[config.mk]
export PLATFORM = sky130hd
export DESIGN_NAME = sseg_scan_controller_flat
export DESIGN_NICKNAME = d
export VERILOG_FILES = /design/src/rtl/sseg_scan_controller_if.sv /design/src/rtl/sseg_scan_controller.sv /design/src/flat_wrapper.sv
export SDC_FILE = /design/constraint.sdc
export NUM_CORES = 1
export LEC_CHECK = 0
export ABC_AREA = 1
export BUFFER_PORTS_ARGS = -buffer_cell sky130_fd_sc_hd__clkbuf_2
export CAP_MARGIN = 20
export CORE_UTILIZATION = 57
export CTS_CLUSTER_DIAMETER = 50
export CTS_CLUSTER_SIZE = 25
export DETAILED_ROUTE_END_ITERATION = 8
export PLACE_DENSITY = 0.91
export SLEW_MARGIN = 20
export SYNTH_ARGS = -nofsm -noshare
export SYNTH_HDL_FRONTEND = slang
export SYNTH_SLANG_ARGS = --single-unit
[constraint.sdc]
create_clock -name clk -period 3.78 [get_ports clk]
set_input_delay 0.567 -clock clk [delete_from_list [all_inputs] [get_ports clk]]
set_output_delay 0.567 -clock clk [all_outputs]
set_load 0.02 [all_outputs]
[src/rtl/sseg_scan_controller_if.sv]
// Bundle of load, enable and digit-select signals between the scan controller
// and its neighbours (register source on one side, sseg driver on the other).
interface sseg_scan_controller_if;
    logic        load;
    logic [31:0] load_data;
    logic [7:0]  load_dp;
    logic [7:0]  digit_en;
    logic [2:0]  active_digit;
    logic [3:0]  num;
    logic        dp_ctrl;
    logic        blank;
    logic        frame_done;

    modport master (
        output load, load_data, load_dp, digit_en,
        input  active_digit, num, dp_ctrl, blank, frame_done
    );

    modport slave (
        input  load, load_data, load_dp, digit_en,
        output active_digit, num, dp_ctrl, blank, frame_done
    );
endinterface

[src/rtl/sseg_scan_controller.sv]
// Time-multiplexed scan over eight seven-segment digits: a prescaler sets the
// dwell, a pointer walks the enabled digits, and the selected nibble/dp is muxed out.
module sseg_scan_controller #(
    parameter int unsigned TICK_DIV = 100000
) (
    input  logic                        clk,
    input  logic                        reset,
    sseg_scan_controller_if.slave       bus
);

    localparam logic [23:0] CNT_LAST = 24'(TICK_DIV - 1);

    logic [23:0] cnt_q, cnt_d;
    logic [2:0]  ptr_q, ptr_d;
    logic [31:0] data_q, data_d;
    logic [7:0]  dp_q, dp_d;
    logic        frame_done_q, frame_done_d;

    logic        tick;
    logic        any_en;
    logic [2:0]  ptr_next;
    logic [2:0]  idx;
    logic        found;

    assign tick   = (cnt_q == CNT_LAST);
    assign any_en = |bus.digit_en;

    // First enabled digit above ptr, wrapping 7->0; holds if none but ptr itself.
    always_comb begin
        ptr_next = ptr_q;
        found    = 1'b0;
        idx      = '0;
        for (int i = 1; i < 8; i++) begin
            idx = ptr_q + 3'(i);
            if (!found && bus.digit_en[idx]) begin
                ptr_next = idx;
                found    = 1'b1;
            end
        end
    end

    always_comb begin
        cnt_d        = tick ? 24'd0 : cnt_q + 24'd1;
        ptr_d        = tick ? ptr_next : ptr_q;
        data_d       = bus.load ? bus.load_data : data_q;
        dp_d         = bus.load ? bus.load_dp : dp_q;
        frame_done_d = tick && any_en && (ptr_next <= ptr_q);
    end

    always_ff @(posedge clk) begin
        if (reset) begin
            cnt_q        <= '0;
            ptr_q        <= '0;
            data_q       <= '0;
            dp_q         <= '0;
            frame_done_q <= 1'b0;
        end else begin
            cnt_q        <= cnt_d;
            ptr_q        <= ptr_d;
            data_q       <= data_d;
            dp_q         <= dp_d;
            frame_done_q <= frame_done_d;
        end
    end

    assign bus.active_digit = ptr_q;
    assign bus.num          = data_q[{ptr_q, 2'b00} +: 4];
    assign bus.dp_ctrl      = dp_q[ptr_q];
    assign bus.blank        = ~bus.digit_en[ptr_q];
    assign bus.frame_done   = frame_done_q;

endmodule

[src/flat_wrapper.sv]
// flat-port wrapper written by rule: the top's interface ports become plain ports
module sseg_scan_controller_flat 
#(
    parameter int unsigned TICK_DIV = 100000
)
  (clk, reset, bus_load, bus_load_data, bus_load_dp, bus_digit_en, bus_active_digit, bus_num, bus_dp_ctrl, bus_blank, bus_frame_done);
  sseg_scan_controller_if bus_i ();
  input  logic clk;
  input  logic reset;
  input wire logic [$bits(bus_i.load)-1:0] bus_load;
  input wire logic [$bits(bus_i.load_data)-1:0] bus_load_data;
  input wire logic [$bits(bus_i.load_dp)-1:0] bus_load_dp;
  input wire logic [$bits(bus_i.digit_en)-1:0] bus_digit_en;
  output wire logic [$bits(bus_i.active_digit)-1:0] bus_active_digit;
  output wire logic [$bits(bus_i.num)-1:0] bus_num;
  output wire logic [$bits(bus_i.dp_ctrl)-1:0] bus_dp_ctrl;
  output wire logic [$bits(bus_i.blank)-1:0] bus_blank;
  output wire logic [$bits(bus_i.frame_done)-1:0] bus_frame_done;
  assign bus_i.load = bus_load;
  assign bus_i.load_data = bus_load_data;
  assign bus_i.load_dp = bus_load_dp;
  assign bus_i.digit_en = bus_digit_en;
  assign bus_active_digit = bus_i.active_digit;
  assign bus_num = bus_i.num;
  assign bus_dp_ctrl = bus_i.dp_ctrl;
  assign bus_blank = bus_i.blank;
  assign bus_frame_done = bus_i.frame_done;
  sseg_scan_controller #(.TICK_DIV(TICK_DIV)) u_core (.clk(clk), .reset(reset), .bus(bus_i));
endmodule
=== Word-level counts from Yosys, hierarchy flattened ===
Index checks and enable logic that the tools add are counted.

* Flip-flop bits (word level): 68
* Input port bits: 51
* Output and inout port bits: 10
* Logic and storage cells: 72

* Add/sub/neg operators: 8
* Order comparisons: 9
* Equal/unequal tests: 1
* Shift operators: 1
* Multiplexer cells: 31
* Bitwise logic cells: 1
* Reductions and logical operators: 16

{| class="wikitable"
|+ Operators with widths
! cell !! number
|-
| 3-bit by 4-bit less-than comparator with 1-bit output (second input constant) || 8
|-
| 32-bit by 6-bit indexed part select with 4-bit output || 1
|-
| 1-bit binary-select mux with 3-bit select || 9
|-
| 24-bit by 1-bit adder with 24-bit output (second input constant) || 1
|-
| 24-bit by 17-bit equality test with 1-bit output (second input constant) || 1
|-
| 3-bit two-way mux || 7
|-
| 1-bit two-way mux || 15
|-
| 3-bit adder (second input constant) || 4
|-
| 1-bit logical AND || 8
|-
| 8-bit OR reduction || 1
|-
| 3-bit by 2-bit adder with 3-bit output (second input constant) || 2
|-
| 1-bit zero test || 6
|-
| 3-bit by 1-bit adder with 3-bit output (second input constant) || 1
|-
| 3-bit less-or-equal comparator || 1
|-
| 2-bit OR reduction || 1
|-
| 1-bit inverter || 1
|}

=== Depth between registers and ports, before layout ===
* Word-level depth: 24
* Mapped depth: 21
* Depth with buffers taken out: 19

=== Least setup slack after synthesis ===
No wires, ideal clock.

* Kind: register -> register
* Start point: register u_core.ptr_q[0] (netlist: u_core.bus.active_digit[0])
* End point: register u_core.frame_done_q (netlist: u_core.bus.frame_done)
* Library setup time: 0.095 ns
* Arrival time: 3.138 ns
* Required time: 3.685 ns
* Path slack: 0.547 ns
* Cell stages (with the launch flop): 20
* Path buffers: 2
* Clock period less this slack: 3.233 ns
* Path through: dfxtp_1 -> inv_2 -> buf_6 -> clkbuf_1 -> ha_1 -> inv_1 -> nand3_2 -> nand3_2 -> nand2_4 -> nor2_8 -> nand4_4 -> nor2_2 -> nand2_2 -> inv_1 -> nand2_1 -> a21boi_1 -> ha_1 -> a21oi_1 -> o21ai_0 -> a221oi_1

* Longest elaborated chain between the ends: 24
* Elaborated cells between the ends (all ways): 48
* Those cells by class: add/sub (7); order compare (1); mux (27); reduce/logical (13)

{| class="wikitable"
|+ Ends and longest elaborated chain
! item !! RTL line !! source
|-
| start, declared || sseg_scan_controller.sv:14 || <nowiki>logic [2:0] ptr_q, ptr_d;</nowiki>
|-
| start signal, assigned || sseg_scan_controller.sv:59 || <nowiki>ptr_q <= ptr_d;</nowiki>
|-
| 3-bit by 1-bit adder with 3-bit output || sseg_scan_controller.sv:34 || <nowiki>idx = ptr_q + 3'(i);</nowiki>
|-
| 1-bit binary-select mux with 3-bit select || sseg_scan_controller.sv:35 || <nowiki>if (!found && bus.digit_en[idx]) begin</nowiki>
|-
| 1-bit two-way mux (implied by the code) || sseg_scan_controller.sv:35 ||
|-
| 1-bit two-way mux || sseg_scan_controller.sv:35 ||
|-
| 1-bit zero test || sseg_scan_controller.sv:35 ||
|-
| 1-bit logical AND || sseg_scan_controller.sv:35 ||
|-
| 1-bit two-way mux || sseg_scan_controller.sv:35 ||
|-
| 1-bit zero test || sseg_scan_controller.sv:35 ||
|-
| [... 9 more ...] || - ||
|-
| 1-bit logical AND || sseg_scan_controller.sv:35 ||
|-
| 1-bit two-way mux || sseg_scan_controller.sv:35 ||
|-
| 1-bit zero test || sseg_scan_controller.sv:35 ||
|-
| 1-bit logical AND || sseg_scan_controller.sv:35 ||
|-
| 3-bit two-way mux (*) || sseg_scan_controller.sv:35 ||
|-
| via u_core.ptr_next[2] || sseg_scan_controller.sv:21 || <nowiki>logic [2:0] ptr_next;</nowiki>
|-
| 3-bit less-or-equal comparator (*) || sseg_scan_controller.sv:47 || <nowiki>frame_done_d = tick && any_en && (ptr_next <= ptr_q);</nowiki>
|-
| 1-bit logical AND (*) || sseg_scan_controller.sv:47 ||
|-
| end signal, assigned || sseg_scan_controller.sv:62 || <nowiki>frame_done_q <= frame_done_d;</nowiki>
|-
| end, declared || sseg_scan_controller.sv:17 || <nowiki>logic frame_done_q, frame_done_d;</nowiki>
|}

Mark *: on every way through the listed nets, which the timed path passes. The rest lies on a longest branch. The select of a mux whose other input is x is not followed.
A chain may end at the register's enable or synchronous reset.

=== Worst setup path after layout ===
* Start point: register u_core.ptr_q[1] (netlist: u_core.bus.active_digit[1])
* End point: register u_core.frame_done_q (netlist: u_core.bus.frame_done)

The elaborated chain is that of the path after synthesis.

==> flow_summary.yaml <==
run_status:
  status: "finished, final reports clean"
clock_network:
  cts_tree: "yes"
  cts_resized: 0
  cts_made_buffers: 9
  cts-htree-levels: 3
  cts_sinks: 68
  clk_pin_slew_ns: 0.08
  ctsHoldBuffers: 0
  postCtsSetupBuffers: 0
  clkLatencyLatePin_ns: 0.34
  clockRootBuffer: "clkbuf_8"
  clk_path_buf_depth: 2
power_and_ir_drop:
  ir_drop_mv: 0.291
  p_leak_nw: 1.95
  powerDensity_mw_per_mm2: 351
  fin_total_pwr_mw: 1.52
run:
  drv_cap: 0
placed_design:
  hpwl_mm: 6.77
  place_ws_ns: 0.418
  place_congestion: 0.981
  io_buffer_count: 60
route:
  drtPass1Iterations: 5
  ant_nets: 0
  vias_per_cell: 5.65
  post-route-drc-count: 0
  drt_iter0_markers: 240
  wl_mm: 9.52
  vias: 3946
  routedWlPerCell_um: 13.6
finish:
  area_growth_pct: 13.8
  seq_area_mm2: 0.00136
  fillCellCount: 536
  final_common_cell: "nor2_1"
  final_cell_mix: "nor2_1, nand2_1, o21ai_0, dfxtp_1, clkbuf_2"
  drive_gt1_frac: 0.182
  antennaDiodeCount: 0
  layout.nets: 673
  utilization: 0.679
  multiInputGateArea_mm2: 0.00216
worst_hold_path:
  hold-path-cell-count: 3
  worstHoldEndpoint: "u_core.data_q[10]$_SDFFE_PP0P_"
  hold_start: "bus_load_data[10]"
  min_path_type: "in2reg"
sta:
  slew_viol_final: 0
  worst_slack_ns: 0.366
  skew_ns: 0.00815
  worstMarginPinSlew_ns: 0.694
  maxSlewHeadroom: 0.537
  holdWs_ns: 0.439
  hold_violations: 0
  fin_crit_sh: 0.903
  rsz0062_at_grt: "false"
  setup_viol: 0
  fmax_mhz: 293
  finalSetupTns_ns: 0
  min_period_ns: 3.41
yosys:
  synth.ff_latch_count: 68
  synth_top_area_share: 0.357
  avgSynthCellArea_um2: 6.78
  yosysWarnings: 0
  ys_types: 39
  ys.flop_type: "dfxtp_1"
  syn_inst: 562
  synthArstFlopShare: 0
  synth_nets: 619
  ys_seq_area_frac: 0.357
  synth.largest_area_cell: "dfxtp_1"
  synth_area_mm2: 0.00381
  synth-edff-count: 0
  ys_top_cells_by_area: "dfxtp_1, nor2_1, o21ai_0"
die:
  num_io_pins: 61
  die_w_um: 83.7
  coreArea_mm2: 0.00639
  die_area_mm2: 0.00701
  start_util: 0.596
  num_rows: 29
  die_y_um: 83.7
global_routing:
  use_met2: 0.471
  grt_pass1_vias: 3701
  grt_max_degree: 42
  grt_use_met3: 0.0445
  grt_pass1_wl_mm: 16.2
  antenna_found_initial: 0
  overflow: 0
  track_usage: 0.278
  met1_usage: 0.359
  top_usage_layer: "met2"
setup_path:
  crit_type: "reg2reg"
  ff2ff_setup_slack_ns: 0.37
  rr_startpoint: "u_core.bus.active_digit[1]$_SDFFE_PP0P_"
  r2r_end: "u_core.bus.frame_done$_SDFF_PP0_"
  r2r_cells: 17
  crit_arrival_ns: 3.66
  worstPathRequired_ns: 4.03
  endpoint_kind: "flop"
  crit_fanout: 11
  critPathLaunchType: "flop"
==> cell usage after synthesis (3+ instances only) <==
master,number
nor2_1,125
nand2_1,90
o21ai_0,69
dfxtp_1,68
inv_1,44
nand3_1,35
clkbuf_1,17
nand4_1,11
a21oi_1,10
nor4_1,10
o21a_1,10
nand3_2,7
ha_1,6
inv_2,5
nand2_2,5
nor3_1,5
nor3b_1,5
o2111ai_1,5
xor2_1,5
buf_6,3
nand2_4,3
nor2_2,3
==> area by class of cell <==
class                   count  area share
multi-input cells         423       0.498
flip-flops and latches     68       0.314
repair buffers             65      0.0779
inverters                  49      0.0424
clock buffers               9      0.0286
well taps                  77      0.0222
clock inverters             7      0.0173
==> power breakdown <==
group / switching, mW / internal (mW) / total [mW]
logic: 0.0961 / 0.0616 / 0.158
clock network: 0.294 / 0.308 / 0.602
registers: 0.0160 / 0.748 / 0.764
total: 0.406 / 1.12 / 1.52
==> worst max-delay path, stage by stage, from the launching register on <==
cell and delay [ns]:
dfxtp_1 0.60, inv_2 0.18, ha_1 0.42, inv_1 0.22, nand3_2 0.14, nand3_2 0.11, nand2_4 0.08, nor2_8 0.17
nand4_4 0.10, nor2_2 0.10, nand2_2 0.09, inv_1 0.10, nand2_1 0.07, a21boi_1 0.15, ha_1 0.31, a21oi_1 0.12
o21ai_0 0.09, a221oi_1 0.24
==> routing by layer <==
metal,up-vias,wire length (µm)
li1,1969,-
met1,1827,4120
met2,134,4710
met3,16,513
met4,0,178
met5,-,0
==> kinds of logic (layout without fill, tap and decap cells) <==
family	after synthesis	count (layout)	synth area share
AO/OA/AOI/OAI	101	101	0.148
flip-flops	68	68	0.357
XOR/XNOR	8	8	0.0204
buffers and inverters	71	130	0.0762
AND/OR/NAND/NOR	308	308	0.378
adder cells (fa/ha/maj)	6	6	0.0197
==> how the worst max path moves through the flow <==
stage,end,slack [ns],start
finish,u_core.bus.frame_done$_SDFF_PP0_,0.37,u_core.bus.active_digit[1]$_SDFFE_PP0P_
global route,u_core.bus.frame_done$_SDFF_PP0_,0.02,u_core.bus.active_digit[1]$_SDFFE_PP0P_
CTS,u_core.bus.frame_done$_SDFF_PP0_,0.38,u_core.bus.active_digit[1]$_SDFFE_PP0P_
detailed placement,u_core.bus.frame_done$_SDFF_PP0_,0.42,u_core.bus.active_digit[1]$_SDFFE_PP0P_
global placement,u_core.bus.frame_done$_SDFF_PP0_,0.56,u_core.bus.active_digit[1]$_SDFFE_PP0P_
floorplan,u_core.bus.frame_done$_SDFF_PP0_,0.55,u_core.bus.active_digit[0]$_SDFFE_PP0P_
==> through the flow <==
step           instance area [µm²]  instances
2_1_floorplan                 3810        562
3_3_place_gp                  4140        682
3_5_place_dp                  4140        682
4_1_cts                       4340        698
5_1_grt                       4340        698
6_report                      4340        698
==> state kept, by name, indices dropped and copies added, names as in the netlist <==
| signal | flops |
|---|---|
| u_core.cnt_q | 24 |
| u_core.data_q | 32 |
| u_core.bus.active_digit | 3 |
| u_core.dp_q | 8 |
| u_core.bus.frame_done | 1 |
(Power assumes the default switching activity.)
